--- config.mk ---
export PLATFORM = sky130hd
export DESIGN_NAME = vp_key_event_queue
export DESIGN_NICKNAME = d
export VERILOG_FILES = /design/src/rtl/vp_kbd_pkg.sv /design/src/rtl/vp_kev_fifo.sv /design/src/rtl/vp_key_event_queue.sv
export SDC_FILE = /design/constraint.sdc
export NUM_CORES = 1
export LEC_CHECK = 0
export CELL_PAD_IN_SITES_DETAIL_PLACEMENT = 1
export CELL_PAD_IN_SITES_GLOBAL_PLACEMENT = 1
export CORE_ASPECT_RATIO = 2
export CORE_MARGIN = 2
export CORE_UTILIZATION = 44
export CTS_BUF_LIST = sky130_fd_sc_hd__clkbuf_2
export DETAILED_ROUTE_END_ITERATION = 6
export PLACE_DENSITY_LB_ADDON = 0.1
export SYNTH_ARGS = -nofsm -noshare
export SYNTH_HDL_FRONTEND = slang
export SYNTH_SLANG_ARGS = --single-unit
export TNS_END_PERCENT = 5
--- constraint.sdc ---
create_clock -name clk_i -period 5.3 [get_ports clk_i]
set_clock_uncertainty 0.15 [all_clocks]
set_input_delay 1.06 -clock clk_i [delete_from_list [all_inputs] [get_ports clk_i]]
set_output_delay 1.06 -clock clk_i [all_outputs]
set_load 0.05 [all_outputs]
--- src/rtl/vp_kbd_pkg.sv ---
// vp_kbd_pkg: key event type, PS/2 set-2 scancode to ascii map and gamepad numpad map
package vp_kbd_pkg;
  typedef struct packed {
    logic       released;
    logic [7:0] ascii;
  } kev_t;
  localparam logic [7:0] ASCII_NONE = 8'h00;
  // Entry k is the digit for numpad bit k: "1".."9" then "0"
  localparam logic [9:0][7:0] JOY_ASCII = {8'h30, 8'h39, 8'h38, 8'h37, 8'h36,
                                           8'h35, 8'h34, 8'h33, 8'h32, 8'h31};
  function automatic logic [7:0] ps2_to_ascii(input logic [8:0] code);
    case (code)
      9'h016: return 8'h31;
      9'h01E: return 8'h32;
      9'h026: return 8'h33;
      9'h025: return 8'h34;
      9'h02E: return 8'h35;
      9'h036: return 8'h36;
      9'h03D: return 8'h37;
      9'h03E: return 8'h38;
      9'h046: return 8'h39;
      9'h045: return 8'h30;
      9'h01C: return 8'h61;
      9'h032: return 8'h62;
      9'h021: return 8'h63;
      9'h023: return 8'h64;
      9'h024: return 8'h65;
      9'h02B: return 8'h66;
      9'h034: return 8'h67;
      9'h033: return 8'h68;
      9'h043: return 8'h69;
      9'h03B: return 8'h6A;
      9'h042: return 8'h6B;
      9'h04B: return 8'h6C;
      9'h03A: return 8'h6D;
      9'h031: return 8'h6E;
      9'h044: return 8'h6F;
      9'h04D: return 8'h70;
      9'h015: return 8'h71;
      9'h02D: return 8'h72;
      9'h01B: return 8'h73;
      9'h02C: return 8'h74;
      9'h03C: return 8'h75;
      9'h02A: return 8'h76;
      9'h01D: return 8'h77;
      9'h022: return 8'h78;
      9'h035: return 8'h79;
      9'h01A: return 8'h7A;
      9'h029: return 8'h20;
      9'h079: return 8'h2B;
      9'h04E, 9'h07B: return 8'h2D;
      9'h07C: return 8'h2A;
      9'h04A, 9'h14A: return 8'h2F;
      9'h055: return 8'h3D;
      9'h11F: return 8'h11;
      9'h127: return 8'h12;
      9'h05A, 9'h15A: return 8'd10;
      9'h066: return 8'd8;
      default: return ASCII_NONE;
    endcase
  endfunction
endpackage

--- src/rtl/vp_kev_fifo.sv ---
// vp_kev_fifo: synchronous key event FIFO with pop-before-push and removal of the youngest entry
import vp_kbd_pkg::*;
module vp_kev_fifo #(
  parameter int DEPTH = 4
) (
  input  logic                   clk_i,
  input  logic                   res_n_i,
  input  logic                   i_push,
  input  logic                   i_pop,
  input  logic                   i_drop,
  input  kev_t                   i_wdata,
  output kev_t                   o_head,
  output kev_t                   o_youngest,
  output logic                   o_full,
  output logic                   o_empty,
  output logic [$clog2(DEPTH):0] o_level
);
  localparam int AW = $clog2(DEPTH);
  kev_t            r_mem [DEPTH];
  logic [AW:0]     r_wptr, r_rptr;
  logic [AW-1:0]   w_yidx;
  assign w_yidx     = r_wptr[AW-1:0] - AW'(1);
  assign o_head     = r_mem[r_rptr[AW-1:0]];
  assign o_youngest = r_mem[w_yidx];
  assign o_empty    = r_wptr == r_rptr;
  assign o_full     = (r_wptr[AW] != r_rptr[AW]) && (r_wptr[AW-1:0] == r_rptr[AW-1:0]);
  assign o_level    = r_wptr - r_rptr;
  always_ff @(posedge clk_i or negedge res_n_i) begin
    if (!res_n_i) begin
      r_wptr <= '0;
      r_rptr <= '0;
    end else begin
      r_wptr <= i_push ? r_wptr + (AW+1)'(1) : i_drop ? r_wptr - (AW+1)'(1) : r_wptr;
      if (i_pop) r_rptr <= r_rptr + (AW+1)'(1);
    end
  end
  always_ff @(posedge clk_i) begin
    if (i_push) r_mem[r_wptr[AW-1:0]] <= i_wdata;
  end
endmodule

--- src/rtl/vp_key_event_queue.sv ---
// vp_key_event_queue: merges PS/2 and gamepad numpad key events into one ordered,
// buffered stream presented to vp_keymap over its ready/read handshake
import vp_kbd_pkg::*;
module vp_key_event_queue #(
  parameter int DEPTH    = 4,
  parameter int JOY_KEYS = 10
) (
  input  logic                   clk_i,
  input  logic                   res_n_i,
  input  logic [10:0]            ps2_key_i,
  input  logic [JOY_KEYS-1:0]    joy_numpad_i,
  output logic                   rx_data_ready_o,
  output logic [7:0]             rx_ascii_o,
  output logic                   rx_released_o,
  input  logic                   rx_read_i,
  output logic                   overflow_o,
  output logic [$clog2(DEPTH):0] level_o
);
  localparam int JW = $clog2(JOY_KEYS);
  localparam logic [1:0] ST_IDLE = 2'd0, ST_PRESENT = 2'd1, ST_GAP = 2'd2;
  logic                r_armed, r_prev_toggle;
  logic [JOY_KEYS-1:0] r_prev_joy, r_pend;
  logic [1:0]          r_state;
  kev_t                r_out;
  logic [JOY_KEYS-1:0] w_pend_all, w_joy_oh;
  logic [JW-1:0]       w_joy_idx;
  logic                w_joy_hit, w_ps2_valid, w_evt_valid;
  logic                w_push, w_pop, w_cancel, w_full, w_empty;
  logic [7:0]          w_ps2_ascii;
  kev_t                w_evt, w_head, w_youngest;
  assign w_ps2_ascii = ps2_to_ascii(ps2_key_i[8:0]);
  assign w_ps2_valid = r_armed && (ps2_key_i[10] != r_prev_toggle) && (w_ps2_ascii != ASCII_NONE);
  assign w_pend_all  = r_pend | (r_armed ? joy_numpad_i ^ r_prev_joy : '0);
  // Lowest pending numpad bit wins; the descending scan leaves it last
  always_comb begin
    w_joy_hit = 1'b0;
    w_joy_idx = '0;
    for (int k = JOY_KEYS - 1; k >= 0; k--) begin
      if (w_pend_all[k]) begin
        w_joy_hit = 1'b1;
        w_joy_idx = JW'(k);
      end
    end
  end
  assign w_joy_oh    = JOY_KEYS'(1) << w_joy_idx;
  assign w_evt       = w_ps2_valid ? kev_t'({~ps2_key_i[9], w_ps2_ascii})
                                   : kev_t'({~joy_numpad_i[w_joy_idx], JOY_ASCII[w_joy_idx]});
  assign w_evt_valid = w_ps2_valid || w_joy_hit;
  assign w_pop       = (r_state == ST_IDLE) && !w_empty;
  // A release that matches a still-queued press annihilates it instead of overflowing
  assign w_cancel    = w_evt_valid && w_full && !w_pop && w_evt.released &&
                       !w_youngest.released && (w_youngest.ascii == w_evt.ascii);
  assign w_push      = w_evt_valid && (!w_full || w_pop);
  assign overflow_o  = w_evt_valid && w_full && !w_pop && !w_cancel;
  assign rx_data_ready_o = r_state == ST_PRESENT;
  assign rx_ascii_o      = r_out.ascii;
  assign rx_released_o   = r_out.released;
  always_ff @(posedge clk_i or negedge res_n_i) begin
    if (!res_n_i) begin
      r_armed       <= 1'b0;
      r_prev_toggle <= 1'b0;
      r_prev_joy    <= '0;
      r_pend        <= '0;
      r_state       <= ST_IDLE;
      r_out         <= '0;
    end else begin
      r_armed       <= 1'b1;
      r_prev_toggle <= ps2_key_i[10];
      r_prev_joy    <= joy_numpad_i;
      r_pend        <= w_pend_all & ~((w_joy_hit && !w_ps2_valid) ? w_joy_oh : '0);
      r_state       <= (r_state == ST_IDLE && !w_empty)      ? ST_PRESENT :
                       (r_state == ST_PRESENT && rx_read_i) ? ST_GAP :
                       (r_state == ST_GAP)                  ? ST_IDLE : r_state;
      if (w_pop) r_out <= w_head;
    end
  end
  vp_kev_fifo #(.DEPTH(DEPTH)) u_fifo (
    .clk_i      (clk_i),
    .res_n_i    (res_n_i),
    .i_push     (w_push),
    .i_pop      (w_pop),
    .i_drop     (w_cancel),
    .i_wdata    (w_evt),
    .o_head     (w_head),
    .o_youngest (w_youngest),
    .o_full     (w_full),
    .o_empty    (w_empty),
    .o_level    (level_o)
  );
endmodule

==> impl_results.md <==
* Type of the worst min-delay path: in2async
* Data arrival at the endpoint of the critical path at 4400 ps
* Failing checks: DRC, setup timing
* Max-capacitance violation count at 0
* CP Capture Type: primary output
* Fraction of layout instances using a drive strength above 1 at 50.57%
* Result of the run: complete, but fails checks
* Chip Width at 79.03 µm
* Fin. Hold Viols at 0
* Number of max-slew violations in the final report at 0
* Remaining number of nets flagged by the antenna check after routing at 0
* Top fanout value on the critical path at 7
* Input/output buffers at 36
* Overall global routing resource usage at 42.48%
* Final sum of negative setup slack at -309.9 ps
* Inserted Clock Buffers at 9
* Final setup violation count at 1
* Total grt overflow at 0
* Floorplan die height at 154.1 µm
* Startpoint class of the critical path: primary input
* WL/cell at 33.62 µm
* CTS Root Cell: sky130_fd_sc_hd__clkbuf_2
* Static leakage power at 3.077 nW
* Post-synth EDFFs at 32
* Avg Cell Area, Syn at 10.15 µm²
* Yosys synthesis warning count at 0
* Sequential-to-total area share from yosys stat at 38.60%
* Total vias in the final route at 5912
* Most common library cell in the layout ignoring fill and taps: sky130_fd_sc_hd__buf_4
* Worst-margin pin slew at 943.0 ps
* Routed via count divided by cell count at 7.030
* F_max at 178.3 MHz
* Synthesized cell area at 4954 µm²
* Net count of the finished layout at 733
* Unique cell type count in the Yosys netlist at 86
* Drc violations at 23
* Placer congestion estimate at 1.096
* Maximum number of pins on one net before global-route repair at 39
* Final instance area at 7650 µm²
* Core utilization of the finished layout at 69.89%
* Instance area at placement at 6449 µm²
* Total wire length after detailed routing at 28.28 mm
* Power per standard cell area at 462.8 nW/µm²
* Clock tree sinks at 70
* Fill cells at 1139
* Drt first pass iters at 7
* Required time at the endpoint of the critical path at 4090 ps
* Unrepaired setup endpoints after global routing: yes
* Site row count at 54
* Die outline area at 12170 µm²
* Post-CTS clock slew at the launch and capture registers of the worst setup and hold paths at 250 ps
* Fraction of registers with async set/reset at 54.29%
* Top library cells by usage in the layout, fill and taps aside: sky130_fd_sc_hd__buf_4 (169), sky130_fd_sc_hd__dfrtp_1 (37), sky130_fd_sc_hd__edfxtp_1 (32)
* Drt initial violations at 682
* Area overhead of the layout relative to synthesis at 54.43%
* Peak supply drop at 484.7 µV
* Depth of the CTS H-tree at 3
* Antenna violations before repair at 1
* Number of standard cells after synthesis at 488
* Latest clock arrival within the worst-skew pair at 630 ps
* First-pass GRT wire length at 37.58 mm
* Setup slack after layout at -309.9 ps
* Core region area at 10950 µm²
* Type of the setup path with the least slack: in2out
* Total area of multi-input combinational cells at 3467 µm²
* Initial cell density of the core at 45.26%
* Synthesized Nets at 526
* Post-detail-place hpwl at 15.94 mm
* Number of global-route vias before repair at 6258
* Register Area at 1913 µm²
* Clock tree buffer depth at 2
* Number of synthesized register bits at 70
* Clock tree from TritonCTS: yes
* Headroom to the max-slew limit at 37.13%
* Final period utilization at 105.8%
* Post-layout minimum cycle time at 5610 ps
* Dominant synthesized flop cell: sky130_fd_sc_hd__dfrtp_1
* Top-level port count at 38
synthesized netlist by cell type (5+ instances only):
master	instances	area share (%)
sky130_fd_sc_hd__or3_1	7	0.88
sky130_fd_sc_hd__nor3_1	15	1.5
sky130_fd_sc_hd__xnor2_1	5	0.88
sky130_fd_sc_hd__nor2_1	25	1.9
sky130_fd_sc_hd__buf_2	14	1.4
sky130_fd_sc_hd__a21oi_1	29	2.9
sky130_fd_sc_hd__and2_1	13	1.6
sky130_fd_sc_hd__nand4_1	10	1.3
sky130_fd_sc_hd__nor2b_1	12	1.5
sky130_fd_sc_hd__inv_1	16	1.2
sky130_fd_sc_hd__a21boi_0	5	0.76
sky130_fd_sc_hd__and3_1	9	1.1
sky130_fd_sc_hd__dfrtp_1	38	19
sky130_fd_sc_hd__o2111ai_1	5	0.88
sky130_fd_sc_hd__and3b_1	5	0.88
sky130_fd_sc_hd__edfxtp_1	32	19
sky130_fd_sc_hd__mux2_2	9	2.0
sky130_fd_sc_hd__nor4_1	5	0.63
sky130_fd_sc_hd__xor2_1	14	2.5
sky130_fd_sc_hd__nor3b_1	5	0.76
sky130_fd_sc_hd__ha_1	12	3.0
sky130_fd_sc_hd__clkbuf_1	13	0.99
sky130_fd_sc_hd__nand3_1	19	1.9
sky130_fd_sc_hd__o21ai_0	15	1.5
sky130_fd_sc_hd__nand2b_1	8	1.0
sky130_fd_sc_hd__mux4_2	16	7.3
sky130_fd_sc_hd__nand2_1	22	1.7
stage by stage:
stage	power, mW	hold WS [ps]	cells	setup WS (ps)
finish	3.540	389.2	841	-309.9
floorplan	2.034	311.7	488	2.105
global placement	2.625	328.6	773	-603.7
global route	3.628	408.0	841	-281.8
detailed placement	2.755	335.0	773	-661.5
CTS	3.166	360.5	821	0.3015
worst max-delay path: stages:
cell                        delay [ps]
sky130_fd_sc_hd__buf_2             170
sky130_fd_sc_hd__buf_4             180
sky130_fd_sc_hd__nor2_1            520
sky130_fd_sc_hd__nand2_1           170
sky130_fd_sc_hd__a21oi_1           370
sky130_fd_sc_hd__nor3b_4           120
sky130_fd_sc_hd__a41o_1            310
sky130_fd_sc_hd__buf_4             150
sky130_fd_sc_hd__nor2_1            300
sky130_fd_sc_hd__o32ai_2           190
sky130_fd_sc_hd__a2111oi_4         390
sky130_fd_sc_hd__and2_4            230
sky130_fd_sc_hd__a211oi_4           50
sky130_fd_sc_hd__buf_12            160
what timing repair did:
item	in CTS	in global routing
setup endpoints to repair	1	1
buffers inserted	30	20
pin swaps	46	54
gates resized for setup	141	86
gates cloned	2	0
hold buffers	0	0
final timing paths:
kind	from	slack, ps	cells after the start	endpoint
min	res_n_i	390	1	rx_ascii_o[4]
min in group clk_i	u_fifo.r_rptr[2]	400	1	u_fifo.r_rptr[2]
max reg2reg	r_armed	1180	13	u_fifo.r_wptr[2]
max in group asynchronous	res_n_i	3990	1	r_armed
max	ps2_key_i[8]	-310	14	overflow_o
min reg2reg	u_fifo.r_rptr[2]	400	1	u_fifo.r_rptr[2]
cell families after synthesis:
group	after synthesis	share of synthesized area, %
buf+inv	51	4.446
flops	70	38.60
xor+xnor	19	3.359
mux	28	9.927
fa+ha+maj	14	3.839
other cells	2	0.1516
simple gates	186	22.18
compound gates	118	17.51
flip-flops by register name (all words and copies together) (netlist names):
name           flops
r_pend            10
r_state            2
r_armed            1
u_fifo.r_wptr      3
u_fifo.r_rptr      3
r_prev_toggle      1
rx_released_o      1
r_prev_joy        10
u_fifo.r_mem      32
rx_ascii_o         7
metal layers:
| metal | global-route usage, % | vias to the layer above | wire length, µm |
|---|---|---|---|
| met1 | 38.05 | 2886 | 8310 |
| met4 | 37.11 | 0 | 3495 |
| li1 | - | 2287 | - |
| met3 | 9.272 | 238 | 2217 |
| met2 | 76.55 | 501 | 14250 |
| met5 | 0 | - | 0 |
report_power, final:
group | switching [mW] | total, mW | internal (mW) | leakage [nW]
logic | 1.33 | 2.25 | 0.915 | 2.32
clock network | 0.244 | 0.306 | 0.0611 | 0.0520
registers | 0.189 | 0.988 | 0.799 | 0.702
total | 1.77 | 3.54 | 1.77 | 3.08
cell type report:
type                    instances  share of cell area, %
repair buffers                230                  25.29
diodes                          1                0.03271
flip-flops and latches         70                  25.01
multi-input cells             367                  45.32
inverters                      17                 0.8342
well taps                     140                  2.290
clock buffers                   9                 0.5888
clock inverters                 7                 0.6379
Power figures use the tool's default switching activity.
